$ cat config.mk
export PLATFORM = sky130hd
export DESIGN_NAME = ch_readout_sequencer_flat
export DESIGN_NICKNAME = d
export VERILOG_FILES = /design/src/rtl/readout_pkg.sv /design/src/rtl/ch_readout_sequencer_if.sv /design/src/rtl/ch_reg_addr_gen.sv /design/src/rtl/ch_readout_sequencer.sv /design/src/flat_wrapper.sv
export SDC_FILE = /design/constraint.sdc
export NUM_CORES = 1
export LEC_CHECK = 0
export CORE_MARGIN = 5
export CORE_UTILIZATION = 47
export CTS_BUF_LIST = sky130_fd_sc_hd__clkbuf_8
export CTS_CLUSTER_DIAMETER = 150
export DETAILED_ROUTE_END_ITERATION = 6
export PLACE_DENSITY_LB_ADDON = 0.2
export SYNTH_ARGS = -nofsm -noshare
export SYNTH_HDL_FRONTEND = slang
export SYNTH_SLANG_ARGS = --single-unit
export TNS_END_PERCENT = 30
$ cat constraint.sdc
create_clock -name clk -period 3.68 [get_ports clk]
set_input_delay 0.368 -clock clk [delete_from_list [all_inputs] [get_ports clk]]
set_output_delay 0.368 -clock clk [all_outputs]
set_load 0.02 [all_outputs]
$ cat src/rtl/readout_pkg.sv
// Shared constants, state encoding and address helper for the channel readout sequencer.
package readout_pkg;

  localparam int NUM_CH    = 8;
  localparam int NUM_REG   = 7;
  localparam int BASE_ADDR = 11;
  localparam int ADDR_W    = 7;
  localparam int DATA_W    = 8;
  localparam int TIMEOUT   = 16;
  localparam int CH_W      = $clog2(NUM_CH);
  localparam int REG_W     = 3;

  typedef enum logic [2:0] {
    IDLE = 3'd0,
    SCAN = 3'd1,
    REQ  = 3'd2,
    OUT  = 3'd3,
    DONE = 3'd4
  } rdseq_state_e;

  // Evaluated at ADDR_W width; the top-level elaboration check guarantees no wrap.
  function automatic logic [ADDR_W-1:0] ch_reg_to_addr(input logic [CH_W-1:0]  ch_idx,
                                                       input logic [REG_W-1:0] reg_idx);
    return ADDR_W'(BASE_ADDR) + ADDR_W'(NUM_REG) * ADDR_W'(ch_idx) + ADDR_W'(reg_idx);
  endfunction

endpackage

$ cat src/rtl/ch_readout_sequencer_if.sv
// Register-bank read port plus the valid/ready output stream of the readout sequencer.
interface ch_readout_sequencer_if;
  import readout_pkg::*;

  // Read port: rd_addr/rd_sel are stable while rd_req=1; rd_ack/rd_data count only while rd_req=1.
  // Output stream: a word transfers on a rising edge with out_valid=1 and out_ready=1; until then
  // out_valid, out_data and out_addr hold their values.
  logic              rd_req;
  logic [ADDR_W-1:0] rd_addr;
  logic [REG_W-1:0]  rd_sel;
  logic              rd_ack;
  logic [DATA_W-1:0] rd_data;
  logic              out_valid;
  logic              out_ready;
  logic [DATA_W-1:0] out_data;
  logic [ADDR_W-1:0] out_addr;

  modport master (
    output rd_req, rd_addr, rd_sel, out_valid, out_data, out_addr,
    input  rd_ack, rd_data, out_ready
  );

  modport slave (
    input  rd_req, rd_addr, rd_sel, out_valid, out_data, out_addr,
    output rd_ack, rd_data, out_ready
  );

endinterface

$ cat src/rtl/ch_reg_addr_gen.sv
// Channel/register walk counters with the absolute register address kept registered alongside.
module ch_reg_addr_gen
  import readout_pkg::*;
(
  input  logic              clk,
  input  logic              rst,
  input  logic              i_clr,
  input  logic              i_inc_reg,
  input  logic              i_inc_ch,
  output logic [CH_W-1:0]   o_ch,
  output logic [REG_W-1:0]  o_reg,
  output logic [ADDR_W-1:0] o_addr
);

  logic [CH_W-1:0]   r_ch;
  logic [REG_W-1:0]  r_reg;
  logic [ADDR_W-1:0] r_addr;
  logic [CH_W-1:0]   w_ch_nxt;
  logic [REG_W-1:0]  w_reg_nxt;

  // Moving to the next channel always restarts at register 0.
  always_comb begin
    w_ch_nxt  = r_ch;
    w_reg_nxt = r_reg;
    if (i_clr) begin
      w_ch_nxt  = '0;
      w_reg_nxt = '0;
    end else if (i_inc_ch) begin
      w_ch_nxt  = r_ch + CH_W'(1);
      w_reg_nxt = '0;
    end else if (i_inc_reg) begin
      w_reg_nxt = r_reg + REG_W'(1);
    end
  end

  always_ff @(posedge clk) begin
    if (rst) begin
      r_ch   <= '0;
      r_reg  <= '0;
      r_addr <= '0;
    end else if (i_clr || i_inc_ch || i_inc_reg) begin
      r_ch   <= w_ch_nxt;
      r_reg  <= w_reg_nxt;
      r_addr <= ch_reg_to_addr(w_ch_nxt, w_reg_nxt);
    end
  end

  assign o_ch   = r_ch;
  assign o_reg  = r_reg;
  assign o_addr = r_addr;

endmodule

$ cat src/rtl/ch_readout_sequencer.sv
// Walks enabled channels/registers, reads each register with a timeout and streams the words out.
module ch_readout_sequencer
  import readout_pkg::*;
(
  input  logic                 clk,
  input  logic                 rst,
  input  logic                 i_start,
  input  logic [NUM_CH-1:0]    i_ch_mask,
  output logic                 o_busy,
  output logic                 o_done,
  output logic                 o_err,
  output logic [2:0]           o_dbg_state,
  ch_readout_sequencer_if.master bus
);

  localparam logic [2:0] S_IDLE = IDLE;
  localparam logic [2:0] S_SCAN = SCAN;
  localparam logic [2:0] S_REQ  = REQ;
  localparam logic [2:0] S_OUT  = OUT;
  localparam logic [2:0] S_DONE = DONE;
  localparam int         TO_W   = (TIMEOUT > 2) ? $clog2(TIMEOUT) : 1;

  if (BASE_ADDR + NUM_CH * NUM_REG - 1 >= (1 << ADDR_W)) begin : g_addr_range_chk
    $error("register window does not fit in ADDR_W bits");
  end

  logic [2:0]        r_state;
  logic [2:0]        w_state_nxt;
  logic [NUM_CH-1:0] r_mask;
  logic [TO_W-1:0]   r_cnt;
  logic              r_err;
  logic [DATA_W-1:0] r_out_data;
  logic [ADDR_W-1:0] r_out_addr;

  logic              w_clr;
  logic              w_inc_reg;
  logic              w_inc_ch;
  logic [CH_W-1:0]   w_ch;
  logic [REG_W-1:0]  w_reg;
  logic [ADDR_W-1:0] w_addr;
  logic              w_ch_last;
  logic              w_reg_last;
  logic              w_timeout;

  ch_reg_addr_gen u_addr_gen (
    .clk       (clk),
    .rst       (rst),
    .i_clr     (w_clr),
    .i_inc_reg (w_inc_reg),
    .i_inc_ch  (w_inc_ch),
    .o_ch      (w_ch),
    .o_reg     (w_reg),
    .o_addr    (w_addr)
  );

  assign w_ch_last  = (w_ch == CH_W'(NUM_CH - 1));
  assign w_reg_last = (w_reg == REG_W'(NUM_REG - 1));
  assign w_timeout  = (r_cnt == TO_W'(TIMEOUT - 1));

  always_comb begin
    w_state_nxt = r_state;
    w_clr       = 1'b0;
    w_inc_reg   = 1'b0;
    w_inc_ch    = 1'b0;
    case (r_state)
      S_IDLE: begin
        if (i_start) begin
          w_clr       = 1'b1;
          w_state_nxt = S_SCAN;
        end
      end
      S_SCAN: begin
        if (r_mask[w_ch])   w_state_nxt = S_REQ;
        else if (!w_ch_last) w_inc_ch   = 1'b1;
        else                w_state_nxt = S_DONE;
      end
      S_REQ: begin
        if (bus.rd_ack || w_timeout) w_state_nxt = S_OUT;
      end
      S_OUT: begin
        if (bus.out_ready) begin
          if (!w_reg_last) begin
            w_inc_reg   = 1'b1;
            w_state_nxt = S_REQ;
          end else if (w_ch_last) begin
            w_clr       = 1'b1;
            w_state_nxt = S_DONE;
          end else begin
            w_inc_ch    = 1'b1;
            w_state_nxt = S_SCAN;
          end
        end
      end
      S_DONE:  w_state_nxt = S_IDLE;
      default: w_state_nxt = S_IDLE;
    endcase
  end

  always_ff @(posedge clk) begin
    if (rst) begin
      r_state    <= S_IDLE;
      r_mask     <= '0;
      r_cnt      <= '0;
      r_err      <= 1'b0;
      r_out_data <= '0;
      r_out_addr <= '0;
    end else begin
      r_state <= w_state_nxt;
      if (r_state == S_IDLE && i_start) begin
        r_mask <= i_ch_mask;
        r_err  <= 1'b0;
      end
      // An ack on the final allowed cycle still wins over the timeout.
      if (r_state == S_REQ) begin
        if (bus.rd_ack) begin
          r_out_data <= bus.rd_data;
          r_out_addr <= w_addr;
          r_cnt      <= '0;
        end else if (w_timeout) begin
          r_out_data <= '1;
          r_out_addr <= w_addr;
          r_err      <= 1'b1;
          r_cnt      <= '0;
        end else begin
          r_cnt <= r_cnt + TO_W'(1);
        end
      end
    end
  end

  assign bus.rd_req    = (r_state == S_REQ);
  assign bus.rd_addr   = w_addr;
  assign bus.rd_sel    = w_reg;
  assign bus.out_valid = (r_state == S_OUT);
  assign bus.out_data  = r_out_data;
  assign bus.out_addr  = r_out_addr;
  assign o_busy        = (r_state != S_IDLE);
  assign o_done        = (r_state == S_DONE);
  assign o_err         = r_err;
  assign o_dbg_state   = r_state;

endmodule

$ cat src/flat_wrapper.sv
// flat-port wrapper written by rule: the top's interface ports become plain ports
module ch_readout_sequencer_flat import readout_pkg::*;
  (clk, rst, i_start, i_ch_mask, o_busy, o_done, o_err, o_dbg_state, bus_rd_req, bus_rd_addr, bus_rd_sel, bus_out_valid, bus_out_data, bus_out_addr, bus_rd_ack, bus_rd_data, bus_out_ready);
  ch_readout_sequencer_if bus_i ();
  input  logic clk;
  input  logic rst;
  input  logic i_start;
  input  logic [NUM_CH-1:0] i_ch_mask;
  output logic o_busy;
  output logic o_done;
  output logic o_err;
  output logic [2:0] o_dbg_state;
  output wire logic [$bits(bus_i.rd_req)-1:0] bus_rd_req;
  output wire logic [$bits(bus_i.rd_addr)-1:0] bus_rd_addr;
  output wire logic [$bits(bus_i.rd_sel)-1:0] bus_rd_sel;
  output wire logic [$bits(bus_i.out_valid)-1:0] bus_out_valid;
  output wire logic [$bits(bus_i.out_data)-1:0] bus_out_data;
  output wire logic [$bits(bus_i.out_addr)-1:0] bus_out_addr;
  input wire logic [$bits(bus_i.rd_ack)-1:0] bus_rd_ack;
  input wire logic [$bits(bus_i.rd_data)-1:0] bus_rd_data;
  input wire logic [$bits(bus_i.out_ready)-1:0] bus_out_ready;
  assign bus_rd_req = bus_i.rd_req;
  assign bus_rd_addr = bus_i.rd_addr;
  assign bus_rd_sel = bus_i.rd_sel;
  assign bus_out_valid = bus_i.out_valid;
  assign bus_out_data = bus_i.out_data;
  assign bus_out_addr = bus_i.out_addr;
  assign bus_i.rd_ack = bus_rd_ack;
  assign bus_i.rd_data = bus_rd_data;
  assign bus_i.out_ready = bus_out_ready;
  ch_readout_sequencer u_core (.clk(clk), .rst(rst), .i_start(i_start), .i_ch_mask(i_ch_mask), .o_busy(o_busy), .o_done(o_done), .o_err(o_err), .o_dbg_state(o_dbg_state), .bus(bus_i));
endmodule
==> results.py, run 1 <==
metrics = {
    "detailed_routing": {
        "wl_per_cell_um": 13.32,
        "drt_first_pass_iters": 4,
        "initialDrtViolationCount": 132,
        "ant_nets": 0,
        "vias": 2238,
        "drc_errors": 0,
        "drt_wl_total_mm": 5.768,
        "viasPerCell": 5.169,
    },
    "sta": {
        "fin_crit_sh_pct": 95.74,
        "hold_violations": 0,
        "tightest_slew_ps": 1033,
        "fmax_mhz": 283.8,
        "clock_skew_ps": 13.44,
        "fin_crit_ps": 3523,
        "fin_ws_ps": 156.9,
        "hold-worst-slack_ps": 454.4,
        "setup_violations": 0,
        "relSlewSlack_pct": 30.88,
        "slew_viol_final": 0,
    },
    "clock_tree": {
        "clkSlewWorstSetupHoldPaths_ps": 100,
        "htreeDepth": 2,
        "clock_path_buffers": 2,
        "cts_sinks": 44,
        "postCtsHoldBufs": 0,
        "clock_latency_ps": 310,
        "cts_buffers": 5,
        "cts_tree": "done",
        "cts-root-buf": "clkbuf_8",
    },
    "global_route": {
        "antenna_found_initial": 0,
        "track_usage_pct": 17.92,
        "overflow": 0,
        "grt_pass1_wl_mm": 9.349,
        "grt_pass1_vias": 2058,
        "grt_max_degree": 44,
    },
    "floorplanning": {
        "initial_utilization_pct": 47.94,
        "core_um2": 5042,
        "num_io_pins": 54,
        "rows": 26,
        "die-height_um": 81.72,
        "fp.dieW_um": 81.72,
        "dieArea_um2": 6677,
    },
    "placement": {
        "place_ws_ps": -73.90,
        "place_area_um2": 3123,
        "dp_hpwl_mm": 4.255,
        "port_buffers": 53,
        "place_congestion": 0.8648,
    },
    "logic_synthesis": {
        "synth_cells": 294,
        "ys_async_sr_fraction_pct": 0,
        "ys_seq_elements": 44,
        "synth_area_per_cell_um2": 8.222,
        "synth-compound-area-share_pct": 17.03,
        "syn-num-nets": 333,
        "synth-adder-area-share_pct": 10.25,
        "synth_top_family_by_area": "simple AND/OR/NAND/NOR gates",
        "ys_types": 49,
        "yosys.area_share.simple_pct": 26.55,
        "synthMuxAreaShare_pct": 3.054,
        "yosysSeqAreaShare_pct": 36.44,
        "synth_area_um2": 2417,
        "ys.flop_type": "dfxtp_1",
        "synth-xor-area-share_pct": 2.536,
        "yosysWarnings": 0,
        "synth_edf_count": 0,
    },
    "power_and_ir_drop": {
        "power_switching_mw": 0.3476,
        "p_int_mw": 0.8380,
        "power_mw": 1.186,
        "combPwrFrac_pct": 23.7,
        "powerDensity_nw_per_um2": 356.2,
        "p_seq_share_pct": 43.7,
        "vdd_ir_drop_max_uv": 171.6,
        "pwr-share-clk_pct": 32.7,
        "switching_share_pct": 29.32,
        "leakagePower_nw": 1.312,
    },
    "setup_path": {
        "critPathRequiredTime_ps": 3910,
        "worstSetupPathDepth": 17,
        "cp_common_cell": "inv_1",
        "start_kind": "flop",
        "worstPathCellList": "mux2_2, o22ai_4, o31a_4, nor2_8, mux2_2, nand2_1, inv_1, fa_2, inv_1, fa_1, inv_1, ha_2, nor2_1, o21bai_1, o31ai_2, nor3_2, a211oi_2",
        "critical_path_buf_inv_count": 3,
        "critPathArrivalTime_ps": 3760,
        "slowest_stage": "dfxtp_4",
        "crit_path_max_fanout": 7,
        "slowest_delay_ps": 410,
        "critPathTopFamily": "adder cells",
        "cp-end-kind": "flop",
        "crit_type": "reg -> reg",
        "ff2ff_path_depth": 17,
    },
    "cells_and_area": {
        "antenna_cells": 0,
        "area_growth_pct": 37.68,
        "multi_input_area_um2": 1514,
        "register_area_um2": 885.9,
        "fin_nets": 401,
        "fill_cells": 449,
        "drive_above_1_share_pct": 15.70,
        "stdcell_area_um2": 3328,
        "final_core_util_pct": 66.01,
    },
    "hold_path": {
        "hp-class": "reg -> reg",
        "hold_depth": 2,
    },
    "outcome": {
        "status": "completed",
    },
    "flow_run": {
        "cap_violations": 0,
    },
}
[timing repair]
action | in CTS | in global routing
pin swaps | 0 | 5
endpoints found under the setup margin | 3 | 4
setup buffers | 0 | 1
resized for setup | 3 | 14
[cell usage after synthesis, types with 3 or more instances]
| master | n | share of area (%) |
|---|---|---|
| nand2_1 | 45 | 7.0 |
| a21oi_1 | 24 | 5.0 |
| o21ai_1 | 3 | 0.62 |
| xor2_1 | 4 | 1.4 |
| nor2_1 | 41 | 6.4 |
| nand2b_1 | 5 | 1.3 |
| a22oi_1 | 3 | 0.93 |
| dfxtp_1 | 44 | 36 |
| nor3_1 | 20 | 4.1 |
| fa_1 | 3 | 2.5 |
| a2111oi_2 | 3 | 1.9 |
| xnor2_1 | 3 | 1.1 |
| a211oi_1 | 5 | 1.6 |
| and2_1 | 4 | 1.0 |
| clkbuf_1 | 8 | 1.2 |
| inv_1 | 10 | 1.6 |
| mux2i_1 | 4 | 1.7 |
| nor2b_1 | 5 | 1.3 |
| mux2_2 | 3 | 1.4 |
| ha_1 | 15 | 7.8 |
| o21ai_0 | 4 | 0.83 |
[cell type report]
class	instances	area share, %
Clock buffer	5	2.068
Clock inverter	3	1.391
Inverter	12	1.353
Multi-Input combinational cell	226	45.49
Sequential cell	44	26.62
Tap cell	70	2.632
Timing Repair Buffer	73	20.45
[through the flow]
step                      TNS [ps]  instances
after floorplan                  0        294
after global placement           0        424
after detailed placement    -121.3        424
after CTS                        0        432
after global routing        -42.45        433
final                            0        433
[routing by layer]
layer	routed length, µm	global-route usage [%]	share of wire, %	up-vias
met4	93	5.648	1.6	0
met1	2644	22.90	46	1021
met2	2738	30.46	47	62
li1	-	-	-	1146
met3	291	3.399	5.0	9
met5	0	0	0	-
[path summary, 6_finish.rpt]
kind	start	to	slack, ps
worst min-delay path	u_core.r_mask[0]	u_core.r_mask[0]	450
worst min register to register	u_core.r_mask[0]	u_core.r_mask[0]	450
worst max register to register	u_core.u_addr_gen.o_ch[0]	u_core.u_addr_gen.o_addr[5]	160
worst max-delay path	u_core.u_addr_gen.o_ch[0]	u_core.u_addr_gen.o_addr[5]	160
[kinds of logic (layout without fill, tap and decap cells)]
family	after synthesis	after routing
buf+inv	24	93
compound gates	58	58
simple gates	136	136
xor+xnor	7	7
flops	44	44
mux	7	7
fa+ha+maj	18	18
[power by group through the flow]
stage	registers [mW]	clock network, mW	logic, mW
2_1_floorplan	0.542	0	0.147
3_3_place_gp	0.528	0	0.260
3_5_place_dp	0.529	0	0.265
4_1_cts	0.518	0.394	0.267
5_1_grt	0.522	0.412	0.306
6_report	0.518	0.387	0.281
[worst reg2reg max path: cells and delay by family, from the launching register on]
kind | cells | cell delay [ps]
flip-flops | 1 | 410
AO/OA/AOI/OAI | 5 | 780
buffers and inverters | 3 | 250
multiplexers | 2 | 630
AND/OR/NAND/NOR | 4 | 320
adder cells (fa/ha/maj) | 3 | 1090
[placed cells by master (no fill, tap or decap), drive strengths merged, types with 2 or more instances in the layout]
master,instances
fa,3
nand2,47
nor2b,5
mux2,3
mux2i,4
o21ai,7
xor2,4
and3,3
o31a,2
ha,15
and2,4
a21oi,24
nand3,2
a211oi,5
clkdlybuf4s50,53
a22oi,3
clkbuf,5
or3,2
inv,13
xnor2,3
o31ai,4
a2111oi,4
nor3,20
o21a,2
dfxtp,44
buf,20
a21o,2
nor2,42
nand3b,2
nand2b,5
Note: power is estimated with default switching activity, not from simulation.
==> run 2, diff against run 1 <==
--- a/config.mk
+++ b/config.mk
@@ -5,12 +5,15 @@
 export SDC_FILE = /design/constraint.sdc
 export NUM_CORES = 1
 export LEC_CHECK = 0
+export CELL_PAD_IN_SITES_DETAIL_PLACEMENT = 0
+export CELL_PAD_IN_SITES_GLOBAL_PLACEMENT = 1
 export CORE_MARGIN = 5
-export CORE_UTILIZATION = 47
+export CORE_UTILIZATION = 34
 export CTS_BUF_LIST = sky130_fd_sc_hd__clkbuf_8
 export CTS_CLUSTER_DIAMETER = 150
 export DETAILED_ROUTE_END_ITERATION = 6
 export PLACE_DENSITY_LB_ADDON = 0.2
+export SKIP_LAST_GASP = 1
 export SYNTH_ARGS = -nofsm -noshare
 export SYNTH_HDL_FRONTEND = slang
 export SYNTH_SLANG_ARGS = --single-unit
==> run 2 against run 1 <==
Register-to-register slack hardly changed. Sequential power hardly changed. Combinational power is 6% higher. Critical path type unchanged. Critical endpoint unchanged.
==> results.py, run 2 (synthesis gave the netlist of run 1 again) <==
metrics = {
    "detailed_routing": {
        "drc_errors": 0,
        "drt_first_pass_iters": 4,
        "wl_per_cell_um": 12.65,
        "initialDrtViolationCount": 90,
        "ant_nets": 0,
        "vias": 2195,
        "viasPerCell": 4.690,
        "drt_wl_total_mm": 5.918,
    },
    "power_and_ir_drop": {
        "powerDensity_nw_per_um2": 350.9,
        "power_switching_mw": 0.3387,
        "power_mw": 1.207,
        "vdd_ir_drop_max_uv": 141.0,
        "p_seq_share_pct": 42.7,
        "combPwrFrac_pct": 24.6,
        "p_int_mw": 0.8686,
        "switching_share_pct": 28.06,
        "leakagePower_nw": 1.371,
        "pwr-share-clk_pct": 32.7,
    },
    "setup_path": {
        "worstPathCellList": "buf_4, nand2b_1, o22ai_4, o31a_4, nor2_8, buf_4, nor2_1, o21a_1, a2111oi_4, ha_1, ha_4, o211ai_1, o31ai_2, buf_4, o31ai_2, nor3_2, a211oi_1",
        "critPathRequiredTime_ps": 3860,
        "cp-end-kind": "flop",
        "crit_type": "reg -> reg",
        "crit_path_max_fanout": 5,
        "slowest_delay_ps": 390,
        "slowest_stage": "o31a_4",
        "critical_path_buf_inv_count": 3,
        "critPathTopFamily": "compound AO/OA/AOI/OAI gates",
        "start_kind": "flop",
        "critPathArrivalTime_ps": 3710,
        "cp_common_cell": "buf_4",
    },
    "sta": {
        "hold_violations": 0,
        "setup_violations": 0,
        "final.setup.tns_ps": 0,
        "fin_ws_ps": 154.6,
        "slew_viol_final": 0,
        "fmax_mhz": 283.7,
        "tightest_slew_ps": 1033,
        "clock_skew_ps": 12.10,
        "fin_crit_ps": 3525,
        "fin_crit_sh_pct": 95.80,
        "rsz0062_at_grt": "true",
        "hold-worst-slack_ps": 454.0,
        "relSlewSlack_pct": 30.85,
    },
    "global_route": {
        "track_usage_pct": 14.14,
        "overflow": 0,
        "grt_pass1_vias": 2149,
        "grt_max_degree": 30,
        "antenna_found_initial": 0,
        "grt_pass1_wl_mm": 10.17,
    },
    "placement": {
        "dp_hpwl_mm": 4.547,
        "place_area_um2": 3223,
        "place_ws_ps": -99.13,
        "port_buffers": 53,
        "dp.cells": 459,
        "place_congestion": 0.7772,
    },
    "floorplanning": {
        "dieArea_um2": 8896,
        "core_um2": 6869,
        "fp.dieW_um": 94.32,
        "num_io_pins": 54,
        "rows": 30,
        "die-height_um": 94.32,
        "initial_utilization_pct": 35.19,
    },
    "cells_and_area": {
        "area_growth_pct": 42.34,
        "final_cell_mix": "53 x clkdlybuf4s50_1, 45 x nand2_1, 41 x dfxtp_1",
        "stdcell_area_um2": 3441,
        "antenna_cells": 0,
        "drive_above_1_share_pct": 17.74,
        "fill_cells": 689,
        "final_core_util_pct": 50.09,
        "multi_input_area_um2": 1519,
        "register_area_um2": 887.1,
        "fin_nets": 410,
        "fin_cells": 468,
        "final_common_cell": "clkdlybuf4s50_1",
    },
    "hold_path": {
        "hp-class": "reg -> reg",
    },
    "clock_tree": {
        "htreeDepth": 2,
        "clock_latency_ps": 300,
        "clock_path_buffers": 2,
        "cts_buffers": 5,
        "cts-root-buf": "clkbuf_8",
        "clkSlewWorstSetupHoldPaths_ps": 90,
        "cts_tree": "done",
        "cts_sinks": 44,
    },
    "flow_run": {
        "cap_violations": 0,
    },
    "outcome": {
        "status": "completed",
    },
}
==> run 2: worst register-to-register path: stages, from the launching register on <==
cell and delay, ps:
dfxtp_1 340, buf_4 140, nand2b_1 150, o22ai_4 110, o31a_4 390, nor2_8 100, buf_4 130, nor2_1 40
o21a_1 190, a2111oi_4 350, ha_1 320, ha_4 300, o211ai_1 90, o31ai_2 310, buf_4 160, o31ai_2 60
nor3_2 180, a211oi_1 60
==> run 2: per-layer routing <==
metal	vias up	routed length, µm	track usage (%)
li1	1158	-	-
met1	987	2876	18.55
met2	43	2681	23.82
met3	7	288	2.484
met4	0	72	3.971
met5	-	0	0
==> run 2: area by class of cell <==
| cell class | count | share of cell area [%] |
|---|---|---|
| Inverter | 12 | 1.309 |
| Multi-Input combinational cell | 226 | 44.15 |
| Tap cell | 96 | 3.491 |
| Sequential cell | 44 | 25.78 |
| Timing Repair Buffer | 82 | 21.75 |
| Clock inverter | 2 | 1.127 |
| Clock buffer | 6 | 2.400 |
==> run 2: final timing paths <==
path                            slack [ps]                       from  depth (start not counted)                     endpoint
worst max register to register         150  u_core.u_addr_gen.o_ch[1]                         17  u_core.u_addr_gen.o_addr[5]
worst min register to register         450     u_core.bus.out_addr[2]                          2       u_core.bus.out_addr[2]
worst min-delay path                   450     u_core.bus.out_addr[2]                          2       u_core.bus.out_addr[2]
worst max-delay path                   150  u_core.u_addr_gen.o_ch[1]                         17  u_core.u_addr_gen.o_addr[5]
==> run 2: timing repair <==
action,CTS,global route
setup buffers,0,1
endpoints found under the setup margin,4,4
cloned,0,0
gates resized for setup,2,15
hold buffers,0,0
pin swaps,0,6
endpoints found under the hold margin,0,0
==> run 2: power by group through the flow <==
stage                     combinational [mW]  sequential (mW)  clock [mW]
after floorplan                        0.147            0.542           0
after global placement                 0.277            0.527           0
after detailed placement               0.279            0.528           0
after CTS                              0.281            0.517       0.405
after global routing                   0.326            0.521       0.428
final                                  0.297            0.516       0.395
==> run 3, diff against run 2 <==
--- a/config.mk
+++ b/config.mk
@@ -14,6 +14,7 @@
 export DETAILED_ROUTE_END_ITERATION = 6
 export PLACE_DENSITY_LB_ADDON = 0.2
 export SKIP_LAST_GASP = 1
+export SLEW_MARGIN = 0
 export SYNTH_ARGS = -nofsm -noshare
 export SYNTH_HDL_FRONTEND = slang
 export SYNTH_SLANG_ARGS = --single-unit
==> results of run 3 <==
The final DEF is identical to that of run 2; final timing and power are the same.
